File: config.mk
export PLATFORM = sky130hd
export DESIGN_NAME = pulse_fsm_decoder_flat
export DESIGN_NICKNAME = d
export VERILOG_FILES = /design/src/rtl/pulse_fsm_decoder_if.sv /design/src/rtl/pulse_fsm_decoder.sv /design/src/flat_wrapper.sv
export SDC_FILE = /design/constraint.sdc
export NUM_CORES = 1
export LEC_CHECK = 0
export ABC_AREA = 1
export CORE_UTILIZATION = 53
export CTS_CLUSTER_SIZE = 12
export DETAILED_ROUTE_END_ITERATION = 7
export GPL_ROUTABILITY_DRIVEN = 0
export PLACE_DENSITY = 0.82
export SLEW_MARGIN = 20
export SYNTH_ARGS = -nofsm -noshare
export SYNTH_HDL_FRONTEND = slang
export SYNTH_SLANG_ARGS = --single-unit
File: constraint.sdc
create_clock -name clock -period 1.55 [get_ports clock]
set_input_delay 0.155 -clock clock [delete_from_list [all_inputs] [get_ports clock]]
set_output_delay 0.155 -clock clock [all_outputs]
set_load 0.01 [all_outputs]
File: src/rtl/pulse_fsm_decoder_if.sv
// Pulse-measurement bus: the measured pulse in, and the width/match/overflow result with its strobe out.
interface pulse_fsm_decoder_if #(
    parameter int CNT_W = 8
) ();
    logic             pulse;
    logic [CNT_W-1:0] width;
    logic             valid;
    logic             match;
    logic             overflow;

    // Source of the pulse and consumer of the measurement.
    modport master (
        output pulse,
        input  width,
        input  valid,
        input  match,
        input  overflow
    );

    // The decoder itself.
    modport slave (
        input  pulse,
        output width,
        output valid,
        output match,
        output overflow
    );
endinterface

File: src/rtl/pulse_fsm_decoder.sv
// Moore FSM measuring the high time of a synchronous pulse, strobing width/match/overflow on completion.
// A level already high when reset is released is skipped until a low sample is seen.
module pulse_fsm_decoder #(
    parameter int PULSE_WIDTH = 3,
    parameter int CNT_W       = 8
) (
    input  logic                clock,
    input  logic                reset_n,
    pulse_fsm_decoder_if.slave  bus
);

    localparam logic [CNT_W-1:0] CNT_MAX  = {CNT_W{1'b1}};
    localparam logic [CNT_W-1:0] CNT_ZERO = {CNT_W{1'b0}};
    localparam logic [CNT_W-1:0] CNT_ONE  = {{(CNT_W-1){1'b0}}, 1'b1};
    localparam logic [CNT_W-1:0] PW_VAL   = CNT_W'(PULSE_WIDTH);

    typedef enum logic [1:0] {
        WAIT_LOW = 2'd0,
        IDLE     = 2'd1,
        HIGH     = 2'd2,
        DONE     = 2'd3
    } state_t;

    state_t           state_r;
    state_t           state_nxt_s;
    logic [CNT_W-1:0] count_r;
    logic [CNT_W-1:0] count_nxt_s;
    logic             ovf_acc_r;
    logic             ovf_acc_nxt_s;
    logic [CNT_W-1:0] width_r;
    logic [CNT_W-1:0] width_nxt_s;
    logic             match_r;
    logic             match_nxt_s;
    logic             overflow_r;
    logic             overflow_nxt_s;

    // Saturating increment: the counter never wraps.
    function automatic logic [CNT_W-1:0] sat_inc(input logic [CNT_W-1:0] value);
        logic [CNT_W-1:0] result;
        if (value == CNT_MAX) begin
            result = CNT_MAX;
        end else begin
            result = value + CNT_ONE;
        end
        return result;
    endfunction

    // State and measurement registers; reset discards any measurement in flight.
    always_ff @(posedge clock or negedge reset_n) begin
        if (!reset_n) begin
            state_r    <= WAIT_LOW;
            count_r    <= CNT_ZERO;
            ovf_acc_r  <= 1'b0;
            width_r    <= CNT_ZERO;
            match_r    <= 1'b0;
            overflow_r <= 1'b0;
        end else begin
            state_r    <= state_nxt_s;
            count_r    <= count_nxt_s;
            ovf_acc_r  <= ovf_acc_nxt_s;
            width_r    <= width_nxt_s;
            match_r    <= match_nxt_s;
            overflow_r <= overflow_nxt_s;
        end
    end

    // Next-state and datapath decode; results are only loaded on the HIGH->DONE edge.
    always_comb begin
        state_nxt_s    = state_r;
        count_nxt_s    = count_r;
        ovf_acc_nxt_s  = ovf_acc_r;
        width_nxt_s    = width_r;
        match_nxt_s    = match_r;
        overflow_nxt_s = overflow_r;

        case (state_r)
            WAIT_LOW: begin
                if (!bus.pulse) begin
                    state_nxt_s = IDLE;
                end else begin
                    state_nxt_s = WAIT_LOW;
                end
            end

            IDLE: begin
                if (bus.pulse) begin
                    state_nxt_s   = HIGH;
                    count_nxt_s   = CNT_ONE;
                    ovf_acc_nxt_s = 1'b0;
                end else begin
                    state_nxt_s = IDLE;
                end
            end

            HIGH: begin
                if (bus.pulse) begin
                    state_nxt_s = HIGH;
                    count_nxt_s = sat_inc(count_r);
                    // A further high sample at full scale means the true width is unrepresentable.
                    if (count_r == CNT_MAX) begin
                        ovf_acc_nxt_s = 1'b1;
                    end else begin
                        ovf_acc_nxt_s = ovf_acc_r;
                    end
                end else begin
                    state_nxt_s    = DONE;
                    width_nxt_s    = count_r;
                    overflow_nxt_s = ovf_acc_r;
                    match_nxt_s    = (count_r == PW_VAL) && !ovf_acc_r;
                end
            end

            DONE: begin
                if (bus.pulse) begin
                    state_nxt_s   = HIGH;
                    count_nxt_s   = CNT_ONE;
                    ovf_acc_nxt_s = 1'b0;
                end else begin
                    state_nxt_s = IDLE;
                end
            end

            default: begin
                state_nxt_s   = WAIT_LOW;
                count_nxt_s   = CNT_ZERO;
                ovf_acc_nxt_s = 1'b0;
            end
        endcase
    end

    assign bus.valid    = (state_r == DONE);
    assign bus.width    = width_r;
    assign bus.match    = match_r;
    assign bus.overflow = overflow_r;

endmodule

File: src/flat_wrapper.sv
// flat-port wrapper written by rule: the top's interface ports become plain ports
module pulse_fsm_decoder_flat 
#(
    parameter int PULSE_WIDTH = 3,
    parameter int CNT_W       = 8
)
  (clock, reset_n, bus_pulse, bus_width, bus_valid, bus_match, bus_overflow);
  pulse_fsm_decoder_if #(.CNT_W(CNT_W)) bus_i ();
  input  logic clock;
  input  logic reset_n;
  input wire logic [$bits(bus_i.pulse)-1:0] bus_pulse;
  output wire logic [$bits(bus_i.width)-1:0] bus_width;
  output wire logic [$bits(bus_i.valid)-1:0] bus_valid;
  output wire logic [$bits(bus_i.match)-1:0] bus_match;
  output wire logic [$bits(bus_i.overflow)-1:0] bus_overflow;
  assign bus_i.pulse = bus_pulse;
  assign bus_width = bus_i.width;
  assign bus_valid = bus_i.valid;
  assign bus_match = bus_i.match;
  assign bus_overflow = bus_i.overflow;
  pulse_fsm_decoder #(.PULSE_WIDTH(PULSE_WIDTH), .CNT_W(CNT_W)) u_core (.clock(clock), .reset_n(reset_n), .bus(bus_i));
endmodule
# ---- Word-level counts from Yosys, hierarchy flattened
# Cells that the tools add are included.
dict set report word_totals {
  regBits 21
  inputBits 3
  output_inout_bits 11
}
dict set report classes {
  n_addsub 1
  n_eq_ne 8
  n_mux 12
  n_bitwise 1
  n_reduce_logical 8
}
# operator count
set ops {}
lappend ops {{$mux 8} 3}
lappend ops {{$pmux 8 s2} 1}
lappend ops {{$add 8x1->8 const B} 1}
lappend ops {{$eq 8x2->1 const B} 1}
lappend ops {{$eq 8x8->1 const B} 1}
lappend ops {{$pmux 2 s3} 1}
lappend ops {{$mux 1} 5}
lappend ops {{$eq 2x2->1 const B} 2}
lappend ops {{$ne 2x1->1 const B} 2}
lappend ops {{$reduce_and 4->1} 1}
lappend ops {{$reduce_and 3->1} 1}
lappend ops {{$eq 2x1->1 const B} 1}
lappend ops {{$logic_not 2->1} 1}
lappend ops {{$mux 2} 1}
lappend ops {{$ne 2x2->1 const B} 1}
lappend ops {{$pmux 1 s2} 1}
lappend ops {{$reduce_and 2->1} 1}
lappend ops {{$reduce_bool 2->1} 1}
lappend ops {{$reduce_or 2->1} 1}
lappend ops {{$logic_and 1x1->1} 1}
lappend ops {{$logic_not 1->1} 1}
lappend ops {{$not 1->1} 1}

# ---- Depth between registers and ports, before layout
# Gate-level depths: netlist of run 1.
dict set report depth {
  ltp_word 4
  depth_mapped 7
  mapped_depth_nobuf 7
}

# ---- Worst setup path before layout of run 1
# OpenSTA, ideal clock, no wires.
dict set report synth_timing {
  path_kind {register -> register}
  from {register u_core.count_r[0]}
  to {register u_core.count_r[7]}
  arrival_ns 1.002
  setup_slack_ns 0.431
  path_stages_with_launch 8
  n_path_buf 0
  period_less_slack_ns 1.119
  path_cell_list {dfrtp_1 ha_1 nand2_2 nor2_4 nand2_2 nor2_2 nor2_1 nand2_1}
}
dict set report synth_via {
  elab_chain_len 4
  word_cells_on_any_way 5
  cone_classes {add/sub (1); eq/ne (1); mux (3)}
}
# element line
set synth_lines {}
lappend synth_lines {{start: declaration} pulse_fsm_decoder.sv:26} ;# logic [CNT_W-1:0] count_r;
lappend synth_lines {{start signal: assignment} pulse_fsm_decoder.sv:59} ;# count_r <= count_nxt_s;
lappend synth_lines {{$add 8x1->8 or $eq 8x8->1 (tied branches)} {pulse_fsm_decoder.sv:43, pulse_fsm_decoder.sv:40}}
lappend synth_lines {{$mux 8 *} pulse_fsm_decoder.sv:40} ;# if (value == CNT_MAX) begin
lappend synth_lines {{$mux 8 *} pulse_fsm_decoder.sv:96} ;# if (bus.pulse) begin
lappend synth_lines {{$pmux 8 s2 *} pulse_fsm_decoder.sv:76} ;# case (state_r)
# Mark *: on every way between the ends. The rest lies on a longest branch, timed or not. The select of a mux whose other input is x is not followed.
# A chain may end at the register's enable or synchronous reset.

# ---- Final worst setup path of run 1
dict set report layout_timing {
  from {register u_core.width_r[4] (netlist: u_core.bus.width[4])}
  to {output bus_width[4]}
}
# element line
set layout_lines {}
lappend layout_lines {{start: declaration} pulse_fsm_decoder.sv:30} ;# logic [CNT_W-1:0] width_r;
lappend layout_lines {{start signal: assignment} pulse_fsm_decoder.sv:61} ;# width_r <= width_nxt_s;
lappend layout_lines {{end: declaration} flat_wrapper.sv:12} ;# output wire logic [$bits(bus_i.width)-1:0] bus_width;
# No word-level cell between the ends.

==> flow_metrics.env, run 1 <==
export IMPL_cts_inserted_buffers=3
export IMPL_required_ns=1.39
export IMPL_antenna_left=0
export IMPL_cp_cell_sequence="clkdlybuf4s50_1"
export IMPL_cp_end_kind="output pin"
export IMPL_crit_path_start="u_core.bus.width[4]"
export IMPL_drive_gt1_share_pct=20.5
export IMPL_synth_compound_area_share_pct=8.65
export IMPL_path_class="register to output pin"
export IMPL_slowest_stage="clkdlybuf4s50_1"
export IMPL_power_frac_comb_pct=16.4
export IMPL_p_leak_nw=0.614
export IMPL_drtIter0Drc=21
export IMPL_num_vias=886
export IMPL_synthXorXnorAreaFrac_pct=0.807
export IMPL_first_pass_iters=6
export IMPL_synthCells=128
export IMPL_dieArea_mm2=0.00223
export IMPL_reg2reg_depth=7
export IMPL_yosysSeqAreaShare_pct=48.4
export IMPL_synthesis_area_mm2=0.00108
export IMPL_cp_num_buf_inv=1
export IMPL_switching_share_pct=28.3
export IMPL_grt_usage_pct=22.4
export IMPL_grt_pass1_vias=788
export IMPL_h_tree_depth=1
export IMPL_fin_setup_tns_ns=0
export IMPL_period_share_pct=89.1
export IMPL_place_hpwl_um=1540
export IMPL_fmax_mhz=724
export IMPL_status="finished, final reports clean"
export IMPL_clkPwrFrac_pct=25.9
export IMPL_num_antenna_cells=0
export IMPL_intPower_mw=0.753
export IMPL_grt_max_degree=22
export IMPL_wl_per_cell_um=11.8
export IMPL_cp_max_fo=2
export IMPL_fin_skew_ns=0.00852
export IMPL_cp_start_kind="register"
export IMPL_synth_top_cell_by_area="dfrtp_1"
export IMPL_synth_nets=132
export IMPL_netlist_cell_type_count=21
export IMPL_via_per_inst=5.12
export IMPL_hold_viol=0
export IMPL_cts_root_buffer="clkbuf_4"
export IMPL_netSwitchingPower_mw=0.297
export IMPL_tightest_slew_ns=0.269
export IMPL_clk_latency_ns=0.32
export IMPL_final_util_pct=66.0
export IMPL_clock_sinks=21
export IMPL_wirelength_um=2040
export IMPL_nets=151
export IMPL_setup_viol=0
export IMPL_power_density_mw_per_mm2=819
export IMPL_core_area_mm2=0.00194
export IMPL_fin_ws_ns=0.170
export IMPL_rsz0062_at_grt="false"
export IMPL_clockBufferDepth=2
export IMPL_die_h_um=47.2
export IMPL_dp_cells=168
export IMPL_fin_cells=173
export IMPL_antenna_found_initial=0
export IMPL_slew_headroom_pct=82.1
export IMPL_synthTopCellsByArea="dfrtp_1 (48%), nand2_1 (13%), nand3_1 (6.5%)"
export IMPL_synthMuxAreaShare_pct=0
export IMPL_cts_tree="done"
export IMPL_grt_busiest_layer="met2"
export IMPL_use_met1_pct=30.3
export IMPL_fin_crit_ns=1.38
export IMPL_finalMaxSlewViolations=0
export IMPL_synth_avg_cell_area_um2=8.47
export IMPL_clk_pin_slew_ns=0.12
export IMPL_reg2reg_to="u_core.count_r[5]"
export IMPL_grtUsageMet2_pct=34.2
export IMPL_synth_fa_ha_area_share_pct=1.15
export IMPL_reg2reg_from="u_core.count_r[0]"
export IMPL_overflow=0
export IMPL_fin_hold_ws_ns=0.166
export IMPL_synth_top_family_by_area="simple AND/OR/NAND/NOR gates"
export IMPL_dp_slack_ns=0.192
export IMPL_port_buffer_count=13
export IMPL_synth_top_cell_area_share_pct=48.4
export IMPL_grt_pass1_wl_um=3410
export IMPL_pin_count=14
export IMPL_vdd_drop_max_mv=0.619
export IMPL_cp_arrival_ns=1.23
export IMPL_yosys_area_share_simple_pct=34.7
export IMPL_ctsHoldBuffers=0
export IMPL_grt_util_met3_pct=3.85
export IMPL_start_util_pct=55.9
export IMPL_num_rows=16
export IMPL_r2r_slack_ns=0.25
export IMPL_die_x_um=47.2
export IMPL_syn2layout_area_growth_pct=18.2
export IMPL_seqPwrFrac_pct=57.7
export IMPL_hold_path_class="input pin to asynchronous set/reset pin"
export IMPL_yosys_warnings=0
export IMPL_slowest_delay_ns=0.54
export IMPL_critical_path_top_delay_family="buffers and inverters"
export IMPL_drv_cap=0
export IMPL_ys_seq_elements=21
export IMPL_drc=0
[synth_stat cells, drive strengths merged]
master   n
nand2   43
dfrtp   21
inv     15
nand3   15
nor2    15
o21ai    9
nor3     3
a21oi    1
a31oi    1
buf      1
ha       1
nand4    1
o211ai   1
xnor2    1
[cells in the final DEF, fill, tap and decap left out]
cell type         n
nor2_2            1
nand2_4           1
a21oi_1           1
o211ai_1          1
nand3_1          14
clkbuf_4          3
nor2_1            9
inv_1            11
o21ai_0           1
nand3_2           1
nand2_2           4
a31oi_1           1
inv_2             4
clkdlybuf4s50_1  12
nand2_1          38
o21ai_2           8
nor2_4            5
ha_1              1
xnor2_1           1
nor3_1            3
clkinv_2          1
dfrtp_1          21
buf_4             2
nand4_1           1
dlymetal6s2s_1    1
[flip-flops by register name, indices dropped and copies added, names as in the netlist, named ones only]
register             flops
u_core.state_r           1
u_core.bus.overflow      1
u_core.bus.match         1
u_core.count_r           8
u_core.ovf_acc_r         1
u_core.bus.width         8
[routing by layer]
metal / wire (um) / vias to the layer above / part of all wire [%]
met5: 0 / - / 0
met1: 938 / 413 / 46
met3: 65 / 5 / 3.2
met4: 54 / 0 / 2.6
met2: 981 / 19 / 48
li1: - / 449 / -
[how the worst max path moves through the flow]
stage | end | cells after the start
2_1_floorplan | u_core.count_r[7] | 7
3_3_place_gp | u_core.bus.match | 6
3_5_place_dp | u_core.count_r[2] | 5
4_1_cts | bus_valid | 3
5_1_grt | bus_width[3] | 1
6_report | bus_width[4] | 1
[final cells by class]
cell class / count / area [um^2]
fillers: 153 / 659
flip-flops and latches: 21 / 526
multi-input cells: 91 / 492
repair buffers: 15 / 148
inverters: 15 / 56.3
well taps: 27 / 33.8
clock buffers: 3 / 22.5
clock inverters: 1 / 5.00
[logic make-up (layout without fill, tap and decap cells)]
logic type,count (synthesis),after routing
and+or+nand+nor,77,77
DFF,21,21
buffers and inverters,16,34
AOI/OAI and AO/OA,12,12
adders and majority gates,1,1
xor gates and xnor gates,1,1
[through the flow]
step	instance area (um^2)	power, mW
CTS	1280	1.06
global route	1280	1.10
finish	1280	1.05
floorplan	1080	0.710
global placement	1240	0.783
detailed placement	1240	0.789
[power by group through the flow]
stage / combinational, mW / clock [mW] / sequential (mW)
final: 0.173 / 0.272 / 0.605
after global routing: 0.192 / 0.296 / 0.609
after CTS: 0.175 / 0.280 / 0.605
after detailed placement: 0.171 / 0 / 0.617
after global placement: 0.168 / 0 / 0.615
after floorplan: 0.0873 / 0 / 0.622
[what timing repair did]
item,4_1_cts,5_1_grt
setup endpoints to repair,1,1
setup buffers,1,0
gates resized for setup,0,1
No activity file was read; power rests on OpenSTA's default activity.
==> run 2: changes to the inputs <==
--- a/config.mk
+++ b/config.mk
@@ -6,11 +6,14 @@
 export NUM_CORES = 1
 export LEC_CHECK = 0
 export ABC_AREA = 1
+export CORE_ASPECT_RATIO = 0.75
 export CORE_UTILIZATION = 53
 export CTS_CLUSTER_SIZE = 12
 export DETAILED_ROUTE_END_ITERATION = 7
 export GPL_ROUTABILITY_DRIVEN = 0
+export GPL_TIMING_DRIVEN = 0
 export PLACE_DENSITY = 0.82
+export SKIP_CTS_REPAIR_TIMING = 1
 export SLEW_MARGIN = 20
 export SYNTH_ARGS = -nofsm -noshare
 export SYNTH_HDL_FRONTEND = slang
==> flow_metrics.env, run 2 (synthesized netlist as in run 1, its figures left out) <==
export IMPL_critical_path_top_delay_family="buffers and inverters"
export IMPL_via_per_inst=5.30
export IMPL_slew_headroom_pct=38.7
export IMPL_clk_latency_ns=0.32
export IMPL_path_class="register to output pin"
export IMPL_dieArea_mm2=0.00223
export IMPL_clockBufferDepth=2
export IMPL_drtIter0Drc=33
export IMPL_num_rows=13
export IMPL_cp_arrival_ns=1.35
export IMPL_num_vias=895
export IMPL_cp_start_kind="register"
export IMPL_num_antenna_cells=0
export IMPL_finalMaxSlewViolations=0
export IMPL_fin_cells=169
export IMPL_period_share_pct=97.3
export IMPL_die_x_um=54.2
export IMPL_final_common_cell="nand2_1"
export IMPL_cp_end_kind="output pin"
export IMPL_tightest_slew_ns=0.916
export IMPL_start_util_pct=59.5
export IMPL_slowest_delay_ns=0.52
export IMPL_required_ns=1.39
export IMPL_wirelength_um=2190
export IMPL_place_hpwl_um=1600
export IMPL_drive_gt1_share_pct=21.1
export IMPL_overflow=0
export IMPL_fin_skew_ns=0.00393
export IMPL_clk_pin_slew_ns=0.12
export IMPL_hold_viol=0
export IMPL_h_tree_depth=1
export IMPL_setup_viol=0
export IMPL_grt_pass1_vias=715
export IMPL_drv_cap=0
export IMPL_grt_pass1_wl_um=3250
export IMPL_cp_num_buf_inv=2
export IMPL_core_area_mm2=0.00182
export IMPL_wl_per_cell_um=13.0
export IMPL_hold_path_class="input pin to asynchronous set/reset pin"
export IMPL_power_mw=1.06
export IMPL_cts_tree="done"
export IMPL_dp_cells=163
export IMPL_first_pass_iters=4
export IMPL_status="finished, final reports clean"
export IMPL_power_density_mw_per_mm2=828
export IMPL_syn2layout_area_growth_pct=18.5
export IMPL_p_leak_nw=0.605
export IMPL_pin_count=14
export IMPL_fin_hold_ws_ns=0.331
export IMPL_cp_max_fo=3
export IMPL_clock_sinks=21
export IMPL_grt_usage_pct=23.0
export IMPL_cts_inserted_buffers=3
export IMPL_port_buffer_count=13
export IMPL_final_cell_mix="nand2_1 (38), dfrtp_1 (21), nand3_1 (14)"
export IMPL_fmax_mhz=663
export IMPL_cts_root_buffer="clkbuf_4"
export IMPL_nets=152
export IMPL_antenna_found_initial=0
export IMPL_grt_max_degree=22
export IMPL_fin_setup_tns_ns=0
export IMPL_antenna_left=0
export IMPL_vdd_drop_max_mv=0.594
export IMPL_cp_cell_sequence="nand2_1 -> inv_1 -> clkdlybuf4s50_1"
export IMPL_drc=0
export IMPL_die_h_um=41.2
export IMPL_fin_crit_ns=1.51
export IMPL_slowest_stage="clkdlybuf4s50_1"
-- run 2: where the power goes --
part           internal (mW)  switching (mW)  total, mW
sequential             0.580          0.0242      0.604
clock                 0.0970           0.181      0.278
combinational         0.0809           0.100      0.181
total                  0.757           0.306       1.06
-- run 2: final cells by class --
| cell class | instances | area, um^2 |
|---|---|---|
| fillers | 165 | 537 |
| flip-flops and latches | 21 | 526 |
| multi-input cells | 91 | 492 |
| repair buffers | 15 | 145 |
| inverters | 15 | 56.3 |
| well taps | 22 | 27.5 |
| clock buffers | 3 | 22.5 |
| plain buffers | 1 | 11.3 |
| clock inverters | 1 | 5.00 |
-- run 2: worst paths after layout --
path / from / endpoint / slack [ns] / depth (start not counted)
setup / recovery: register / bus_valid / 0.04 / 3
hold reg to reg: u_core.bus.width[1] / u_core.bus.width[1] / 0.49 / 2
min in group clock: u_core.bus.width[1] / u_core.bus.width[1] / 0.49 / 2
hold / removal: reset_n / u_core.bus.width[2] / 0.33 / 1
max in group asynchronous: reset_n / u_core.count_r[5] / 0.66 / 1
setup reg to reg: u_core.count_r[1] / u_core.count_r[7] / 0.24 / 7
-- run 2: through the flow --
stage / worst slack, ns / utilization [%] / area [um^2]
floorplan: 0.431 / - / 1080
global placement: 0.206 / 68.2 / 1240
detailed placement: 0.180 / 68.2 / 1240
CTS: -0.0354 / 69.7 / 1270
global route: -0.000115 / 70.5 / 1280
finish: 0.0424 / 70.5 / 1280
-- run 2: metal layers --
layer  GRT usage, %  share of wire [%]  vias to the layer above  wire [um]
met1           28.8                 46                      411       1000
met4           14.1                2.2                        0         48
li1               -                  -                      446          -
met2           34.5                 45                       31        996
met3           7.78                6.4                        7        141
met5              0                  0                        -          0
==> run 3: changes to the inputs <==
--- a/config.mk
+++ b/config.mk
@@ -12,7 +12,7 @@
 export DETAILED_ROUTE_END_ITERATION = 7
 export GPL_ROUTABILITY_DRIVEN = 0
 export GPL_TIMING_DRIVEN = 0
-export PLACE_DENSITY = 0.82
+export PLACE_DENSITY = 0.77
 export SKIP_CTS_REPAIR_TIMING = 1
 export SLEW_MARGIN = 20
 export SYNTH_ARGS = -nofsm -noshare
==> flow_metrics.env, run 3 (synthesized netlist as in run 1, its figures left out) <==
export IMPL_p_leak_nw=0.610
export IMPL_num_vias=884
export IMPL_drtIter0Drc=23
export IMPL_crit_cells=1
export IMPL_grt_pass1_vias=788
export IMPL_fin_skew_ns=0.00440
export IMPL_via_per_inst=5.29
export IMPL_drv_cap=0
export IMPL_antenna_left=0
export IMPL_grt_pass1_wl_um=3480
export IMPL_intPower_mw=0.752
export IMPL_seqPwrFrac_pct=57.9
export IMPL_pin_count=14
export IMPL_reg2reg_to="u_core.count_r[2]"
export IMPL_setup_viol=0
export IMPL_dieArea_mm2=0.00223
export IMPL_cts_root_buffer="clkbuf_4"
export IMPL_die_h_um=41.2
export IMPL_finalInstanceArea_mm2=0.00127
export IMPL_switching_share_pct=28.2
export IMPL_cp_arrival_ns=1.22
export IMPL_critical_path_top_delay_family="buffers and inverters"
export IMPL_hold_path_class="input pin to asynchronous set/reset pin"
export IMPL_power_mw=1.05
export IMPL_reg2reg_depth=5
export IMPL_drive_gt1_share_pct=20.0
export IMPL_drc=0
export IMPL_core_area_mm2=0.00182
export IMPL_cts_inserted_buffers=3
export IMPL_final_common_cell="nand2_1"
export IMPL_fin_setup_tns_ns=0
export IMPL_r2r_slack_ns=0.23
export IMPL_cp_num_buf_inv=1
export IMPL_syn2layout_area_growth_pct=17.3
export IMPL_fin_ws_ns=0.170
export IMPL_tightest_slew_ns=0.953
export IMPL_antenna_found_initial=0
export IMPL_start_util_pct=59.5
export IMPL_clk_pin_slew_ns=0.12
export IMPL_wl_per_cell_um=13.2
export IMPL_slew_headroom_pct=36.3
export IMPL_slowest_stage="clkdlybuf4s50_1"
export IMPL_clock_sinks=21
export IMPL_nets=150
export IMPL_reg2reg_from="u_core.count_r[1]"
export IMPL_hold_viol=0
export IMPL_power_density_mw_per_mm2=822
export IMPL_wirelength_um=2200
export IMPL_final_util_pct=69.8
export IMPL_period_share_pct=89.0
export IMPL_netSwitchingPower_mw=0.295
export IMPL_final_cell_mix="nand2_1 (38), dfrtp_1 (21), nand3_1 (14)"
export IMPL_h_tree_depth=1
export IMPL_overflow=0
export IMPL_fmax_mhz=725
export IMPL_die_x_um=54.2
export IMPL_slowest_delay_ns=0.54
export IMPL_cp_start_kind="register"
export IMPL_cp_cell_sequence="clkdlybuf4s50_1"
export IMPL_finalMaxSlewViolations=0
export IMPL_vdd_drop_max_mv=0.590
export IMPL_clockBufferDepth=2
export IMPL_port_buffer_count=13
export IMPL_grt_max_degree=22
export IMPL_num_rows=13
export IMPL_cts_tree="done"
export IMPL_first_pass_iters=4
export IMPL_path_class="register to output pin"
export IMPL_power_frac_comb_pct=16.5
export IMPL_cp_end_kind="output pin"
export IMPL_rsz0062_at_grt="false"
export IMPL_required_ns=1.39
export IMPL_clkPwrFrac_pct=25.6
export IMPL_cp_max_fo=2
export IMPL_clk_latency_ns=0.31
export IMPL_status="finished, final reports clean"
export IMPL_dp_slack_ns=0.184
export IMPL_place_area_mm2=0.00124
export IMPL_num_antenna_cells=0
export IMPL_grt_usage_pct=24.1
export IMPL_fin_crit_ns=1.38
export IMPL_place_hpwl_um=1620
export IMPL_n_fill_cell=150
-- run 3: cell count changes in the layout (fill, tap and decap cells not counted), sizes merged --
cell / before / now
buf: 3 / 1
clkdlybuf4s50: 13 / 12
dlymetal6s2s: 0 / 1
-- run 3: worst max path at each step --
stage / slack (ns) / startpoint / to
finish: 0.17 / u_core.bus.width[1] / bus_width[1]
global route: 0.10 / u_core.bus.width[2] / bus_width[2]
CTS: -0.002 / u_core.state_r[0] / bus_valid
detailed placement: 0.18 / bus_pulse / u_core.count_r[2]
global placement: 0.20 / bus_pulse / u_core.count_r[2]
floorplan: 0.43 / u_core.count_r[0] / u_core.count_r[7]
-- run 3: metrics by stage --
stage / instances / hold slack [ns]
3_5_place_dp: 163 / 0.462
3_3_place_gp: 163 / 0.454
4_1_cts: 167 / 0.384
2_1_floorplan: 128 / -0.141
5_1_grt: 167 / 0.417
6_report: 167 / 0.356
-- run 3: power by group through the flow --
stage | combinational [mW] | clock [mW] | sequential (mW)
6_report | 0.172 | 0.268 | 0.606
5_1_grt | 0.193 | 0.302 | 0.611
4_1_cts | 0.174 | 0.277 | 0.607
3_5_place_dp | 0.174 | 0 | 0.617
3_3_place_gp | 0.170 | 0 | 0.615
2_1_floorplan | 0.0873 | 0 | 0.622
-- run 3: routing by layer --
metal | vias up | share of wire [%] | routed length (um) | GRT usage (%)
li1 | 445 | - | - | -
met1 | 400 | 48 | 1060 | 30.5
met2 | 34 | 45 | 983 | 37.8
met3 | 5 | 6.0 | 133 | 8.52
met4 | 0 | 1.1 | 25 | 10.3
met5 | - | 0 | 0 | 0
-- run 3: layout make-up --
cell class / count / area, um^2 / area share [%]
plain buffers: 1 / 11.3 / 0.885
clock buffers: 3 / 22.5 / 1.77
clock inverters: 1 / 5.00 / 0.393
inverters: 15 / 56.3 / 4.42
multi-input cells: 91 / 492 / 38.6
flip-flops and latches: 21 / 526 / 41.3
well taps: 22 / 27.5 / 2.16
repair buffers: 13 / 133 / 10.4
-- run 3: worst reg2reg max path, stage by stage, from the launching register on --
cell and delay [ns]:
dfrtp_1 0.43, ha_1 0.26, nand2_2 0.11, nor2_4 0.15
nand3_2 0.16, o211ai_1 0.12
==> RTL change 1, RTL diff (flow settings as in run 3) <==
The 4 states of `state_t` get a one-hot encoding in 4 bits.
--- a/src/rtl/pulse_fsm_decoder.sv
+++ b/src/rtl/pulse_fsm_decoder.sv
@@ -16,7 +16,7 @@
 
-    typedef enum logic [1:0] {
-        WAIT_LOW = 2'd0,
-        IDLE     = 2'd1,
-        HIGH     = 2'd2,
-        DONE     = 2'd3
+    typedef enum logic [3:0] {
+        WAIT_LOW = 4'b0001,
+        IDLE     = 4'b0010,
+        HIGH     = 4'b0100,
+        DONE     = 4'b1000
     } state_t;
Check against the original RTL: same outputs for any inputs over 10 cycles, from zero or initial values and one cycle with reset_n low; not proved beyond that.
==> RTL change 1 against run 3 <==
Sequential cell count increased by 2; maximum frequency decreased by 4.5%; design area increased by 8.8%; wire length increased by 11%; power increased by 25%; synthesized area increased by 8.1%; critical path depth increased by 7; setup slack got worse by 0.064 ns; hold slack got worse by 0.036 ns; largest cell class unchanged; largest power group unchanged; highest routed layer unchanged.
==> RTL change 1: results (changes against run 3) <==
* Crit-path max FO at 7 (+5)
* Top cells by area, synth: dfrtp_1 47%, nand2_1 16%, inv_1 5.4%
* Internal power at 0.865 mW (+15%)
* Clock latency on the worst-skew pair at approximately 0.32 ns
* Synth top cells by count: 51 x nand2_1, 22 x dfrtp_1, 17 x inv_1
* Ant. Diodes at 0 (unchanged)
* Share of the synthesized area in the top cell type at 47.0% (-1.5 points)
* Leakage at 0.781 nW (+28%)
* CP max-delay cell: dfrtp_2
* Number of global-route vias before repair at 928 (+18%)
* Tot GR Track Use at 22.3% (-1.8 points)
* Sequential-to-total area share from yosys stat at 49.2% (+0.76 points)
* Largest stage delay on the critical path at 0.43 ns (-0.11 ns)
* Longest Clk Path Bufs at 2 (unchanged)
* Maximum VDD drop at 0.733 mV (+24%)
* Placed Cells at 183 (+12%)
* Yosys warnings at 0 (unchanged)
* Async SR Flop Fraction at 100% (unchanged)
* Root buffer cell: clkbuf_4
* Routed len/inst at 13.0 microns (-1.6%)
* Share of layout cells above drive strength 1 at 15.2% (-4.8 points)
* Clock slew at reported path FFs at 0.13 ns
* Max_slew headroom at 66.1% (+30 points)
* Worst slack at placement at 0.0745 ns (-0.110 ns)
* CTS Buf Count at 3 (unchanged)
* Nets@finish at 170 (+13%)
* Unique cell type count in the Yosys netlist at 22 (+4.8%)
* Worst Hold Class: in2async
* Status: completed
* Largest net degree at the start of global routing at 24 (+9.1%)
* Syn_nets at 150 (+14%)
* Post-DP HPWL at 1720 microns (+6.2%)
* Cell class contributing the biggest share of worst-path delay: simple AND/OR/NAND/NOR gates
* Final std cells w/o fill at 189 (+13%)
* Buffers on Ports at 13 (unchanged)
* Initial antenna violation count at 0 (unchanged)
* Global-route wire length before repair at 4040 microns (+16%)
* Drt initial violations at 35 (+52%)
* H-tree Lvls at 1 (unchanged)
* Number of vias per cell at 5.38 (+1.7%)
* Critical path arrival at 1.67 ns (+0.45 ns)
* TritonRoute pass-1 iters at 4 (unchanged)
* EDFF count, synth at 0 (unchanged)
* Main synth FF type: dfrtp_1
* Mean Syn Cell Area at 8.03 sq um (-5.3%)
* Skew final at 0.0135 ns (+0.00913 ns)
RTL change 1: cell types whose count changed after synthesis, sizes merged, moves of 2 or more:
cell and change:
inv +5, nand3 -3, nand2 +14, nor2 -2, o21ai +2
RTL change 1: kinds of logic after synthesis:
logic type,after synthesis,synth area share (%)
compound gates,15,7.68
fa+ha+maj,1,1.07
simple gates,86,34.7
flops,23,49.2
buf+inv,21,7.36
RTL change 1: power groups by stage:
stage | logic (mW) | registers [mW] | clock network, mW
6_report | 0.339 | 0.689 | 0.276
3_5_place_dp | 0.303 | 0.704 | 0
5_1_grt | 0.373 | 0.694 | 0.312
4_1_cts | 0.310 | 0.692 | 0.291
2_1_floorplan | 0.227 | 0.695 | 0
3_3_place_gp | 0.293 | 0.699 | 0
RTL change 1: metrics by stage:
stage / cell area [sq um] / setup TNS [ns]
2_1_floorplan: 1170 / 0
5_1_grt: 1380 / 0
3_3_place_gp: 1330 / 0
4_1_cts: 1360 / -0.307
6_report: 1380 / 0
3_5_place_dp: 1330 / 0
RTL change 1: final cells by class:
type / instances / area [sq um]
fillers: 184 / 666
plain buffers: 1 / 11.3
repair buffers: 15 / 145
multi-input cells: 102 / 517
inverters: 20 / 75.1
flip-flops and latches: 23 / 578
well taps: 24 / 30.0
clock inverters: 1 / 5.00
clock buffers: 3 / 22.5
RTL change 1: final timing paths:
| check | from | to | slack (ns) | depth (start not counted) |
|---|---|---|---|---|
| worst min-delay path | reset_n | u_core.state_r[1] | 0.32 | 2 |
| max in group asynchronous | reset_n | u_core.count_r[1] | 0.84 | 2 |
| worst max-delay path | u_core.count_r[1] | u_core.ovf_acc_r | 0.11 | 8 |
| worst min register to register | u_core.bus.width[1] | u_core.bus.width[1] | 0.50 | 2 |
| min in group clock | bus_pulse | u_core.state_r[1] | 0.41 | 2 |
| worst max register to register | u_core.count_r[1] | u_core.ovf_acc_r | 0.11 | 8 |
RTL change 1: layer usage:
| layer | track usage, % | share of wire, % |
|---|---|---|
| met5 | 0 | 0 |
| met4 | 4.39 | 0.53 |
| met3 | 6.71 | 4.4 |
| met2 | 35.5 | 47 |
| met1 | 30.8 | 48 |
==> RTL change 2, RTL diff (config.mk and constraints of run 3) <==
Made on the original files. `CNT_W` is set to 8 in 3 places; all go to 10.
--- a/src/rtl/pulse_fsm_decoder_if.sv
+++ b/src/rtl/pulse_fsm_decoder_if.sv
@@ -2,3 +2,3 @@
 interface pulse_fsm_decoder_if #(
-    parameter int CNT_W = 8
+    parameter int CNT_W = 10
 ) ();
--- a/src/rtl/pulse_fsm_decoder.sv
+++ b/src/rtl/pulse_fsm_decoder.sv
@@ -4,3 +4,3 @@
     parameter int PULSE_WIDTH = 3,
-    parameter int CNT_W       = 8
+    parameter int CNT_W       = 10
 ) (
--- a/src/flat_wrapper.sv
+++ b/src/flat_wrapper.sv
@@ -4,3 +4,3 @@
     parameter int PULSE_WIDTH = 3,
-    parameter int CNT_W       = 8
+    parameter int CNT_W       = 10
 )
Ports: changed (resized bus_width); port bits go from 14 to 16. No check against the original RTL was run, so the function may have changed too.
==> RTL change 2 against run 3 <==
The run now ends with design-rule violations left; design area rose by 14%; synthesized area rose by 14%; setup slack got worse by 0.017 ns; cell count grew 16%; largest cell class unchanged; die area is 13% higher; sequential cell count up 4; power up 12%; hold slack worse by 0.022 ns; wire length increased by 10%.
==> RTL change 2: results (changes against run 3) <==
* CP Launch Point: u_core.bus.match
* Share of layout cells above drive strength 1 at 11.2% (-8.8 points)
* Max-cap violations at 0 (unchanged)
* Leakage at 0.688 nW (+13%)
* Routed len/inst at 12.5 microns (-5.1%)
* Failing checks: design-rule violations
* WL final at 2430 microns (+10%)
* Maximum VDD drop at 0.512 mV (-13%)
* Placed Cells at 189 (+16%)
* Top cells by area, synth: dfrtp_1 51%, nand2_1 15%, o21ai_0 5.7%
* TritonRoute pass-1 iters at 8 (+4)
* Drt initial violations at 42 (+83%)
* Unique cell type count in the Yosys netlist at 22 (+4.8%)
* Synth top cells by count: 48 x nand2_1, 25 x dfrtp_1, 17 x inv_1
* Status: finished with violations
* Tot GR Track Use at 23.1% (-1.0 points)
* Post-DP HPWL at 1790 microns (+11%)
* Filler Cells Inserted at 180 (+20%)
* Initial antenna violation count at 0 (unchanged)
* DRC viols at 1 (+1)
* Buffers on Ports at 15 (+2)
* Clock slew at reported path FFs at 0.14 ns (+0.02 ns)
* Global-route wire length before repair at 4300 microns (+23%)
* Clock latency on the worst-skew pair at 0.32 ns
* CP max-delay cell: clkdlybuf4s50_1
* Flop2flop setup slack at 0.21 ns (-0.02 ns)
* Skew final at 0.00948 ns (+0.00507 ns)
* R2r startpoint: u_core.count_r[0]
* Reg-to-reg endpoint: u_core.count_r[7]
* Syn_nets at 154 (+17%)
* Slew @ Worst Pin at 0.554 ns (-0.399 ns)
* Critical path arrival at 1.24 ns (+0.02 ns)
* Worst Hold Class: in2async
* Largest net degree at the start of global routing at 26 (+18%)
* Mean Syn Cell Area at 8.22 sq um (-3.0%)
* Nets@finish at 175 (+17%)
* Number of vias per cell at 5.39 (+1.8%)
* Worst slack at placement at 0.0246 ns (-0.160 ns)
* FF-to-FF path depth at 7 (+2)
* Number of global-route vias before repair at 975 (+24%)
* Min Hold Slack at 0.334 ns (-0.0218 ns)
* Sequential-to-total area share from yosys stat at 50.7% (+2.3 points)
-- RTL change 2: cells by family after synthesis --
kind of cell	count (synthesis)	share of synthesized area [%]
fa+ha+maj	1	1.01
xor+xnor	1	0.710
compound gates	19	8.42
simple gates	83	31.4
flops	25	50.7
buf+inv	21	7.71
-- RTL change 2: final cells by class --
class	instances	area, sq um	share of cell area, %
sequential	25	626	43.2
inverter	18	67.6	4.66
timing repair buffer	16	158	10.9
multi-input combinational	104	513	35.4
tap	24	30.0	2.07
clock buffer	3	22.5	1.55
buffer	3	27.5	1.90
clock inverter	1	5.00	0.345
-- RTL change 2: stage by stage --
step           cell area, sq um  utilization, %
2_1_floorplan              1230               -
3_3_place_gp               1410            67.3
3_5_place_dp               1410            67.3
4_1_cts                    1440            68.6
5_1_grt                    1450            68.9
6_report                   1450            68.9
-- RTL change 2: how the worst max path moves through the flow --
| stage | cells past startpoint | endpoint | slack [ns] |
|---|---|---|---|
| 2_1_floorplan | 6 | u_core.ovf_acc_r | 0.37 |
| 3_3_place_gp | 1 | u_core.count_r[6] | 0.07 |
| 3_5_place_dp | 1 | u_core.count_r[5] | 0.02 |
| 4_1_cts | 3 | bus_valid | 0.04 |
| 5_1_grt | 7 | u_core.count_r[7] | 0.04 |
| 6_report | 1 | bus_match | 0.15 |
-- RTL change 2: report_power, final --
group | switching, mW | total, mW | internal (mW) | leakage, nW
clock | 0.197 | 0.294 | 0.0968 | 0.0177
combinational | 0.0901 | 0.167 | 0.0770 | 0.333
sequential | 0.0238 | 0.709 | 0.686 | 0.337
total | 0.311 | 1.17 | 0.859 | 0.688
-- RTL change 2: routing by layer --
metal	GRT usage [%]	vias to the layer above	part of all wire, %
li1	-	522	-
met1	30.3	488	47
met2	39.5	31	47
met3	6.27	4	6.0
met4	4.29	0	0.87
met5	0	-	0
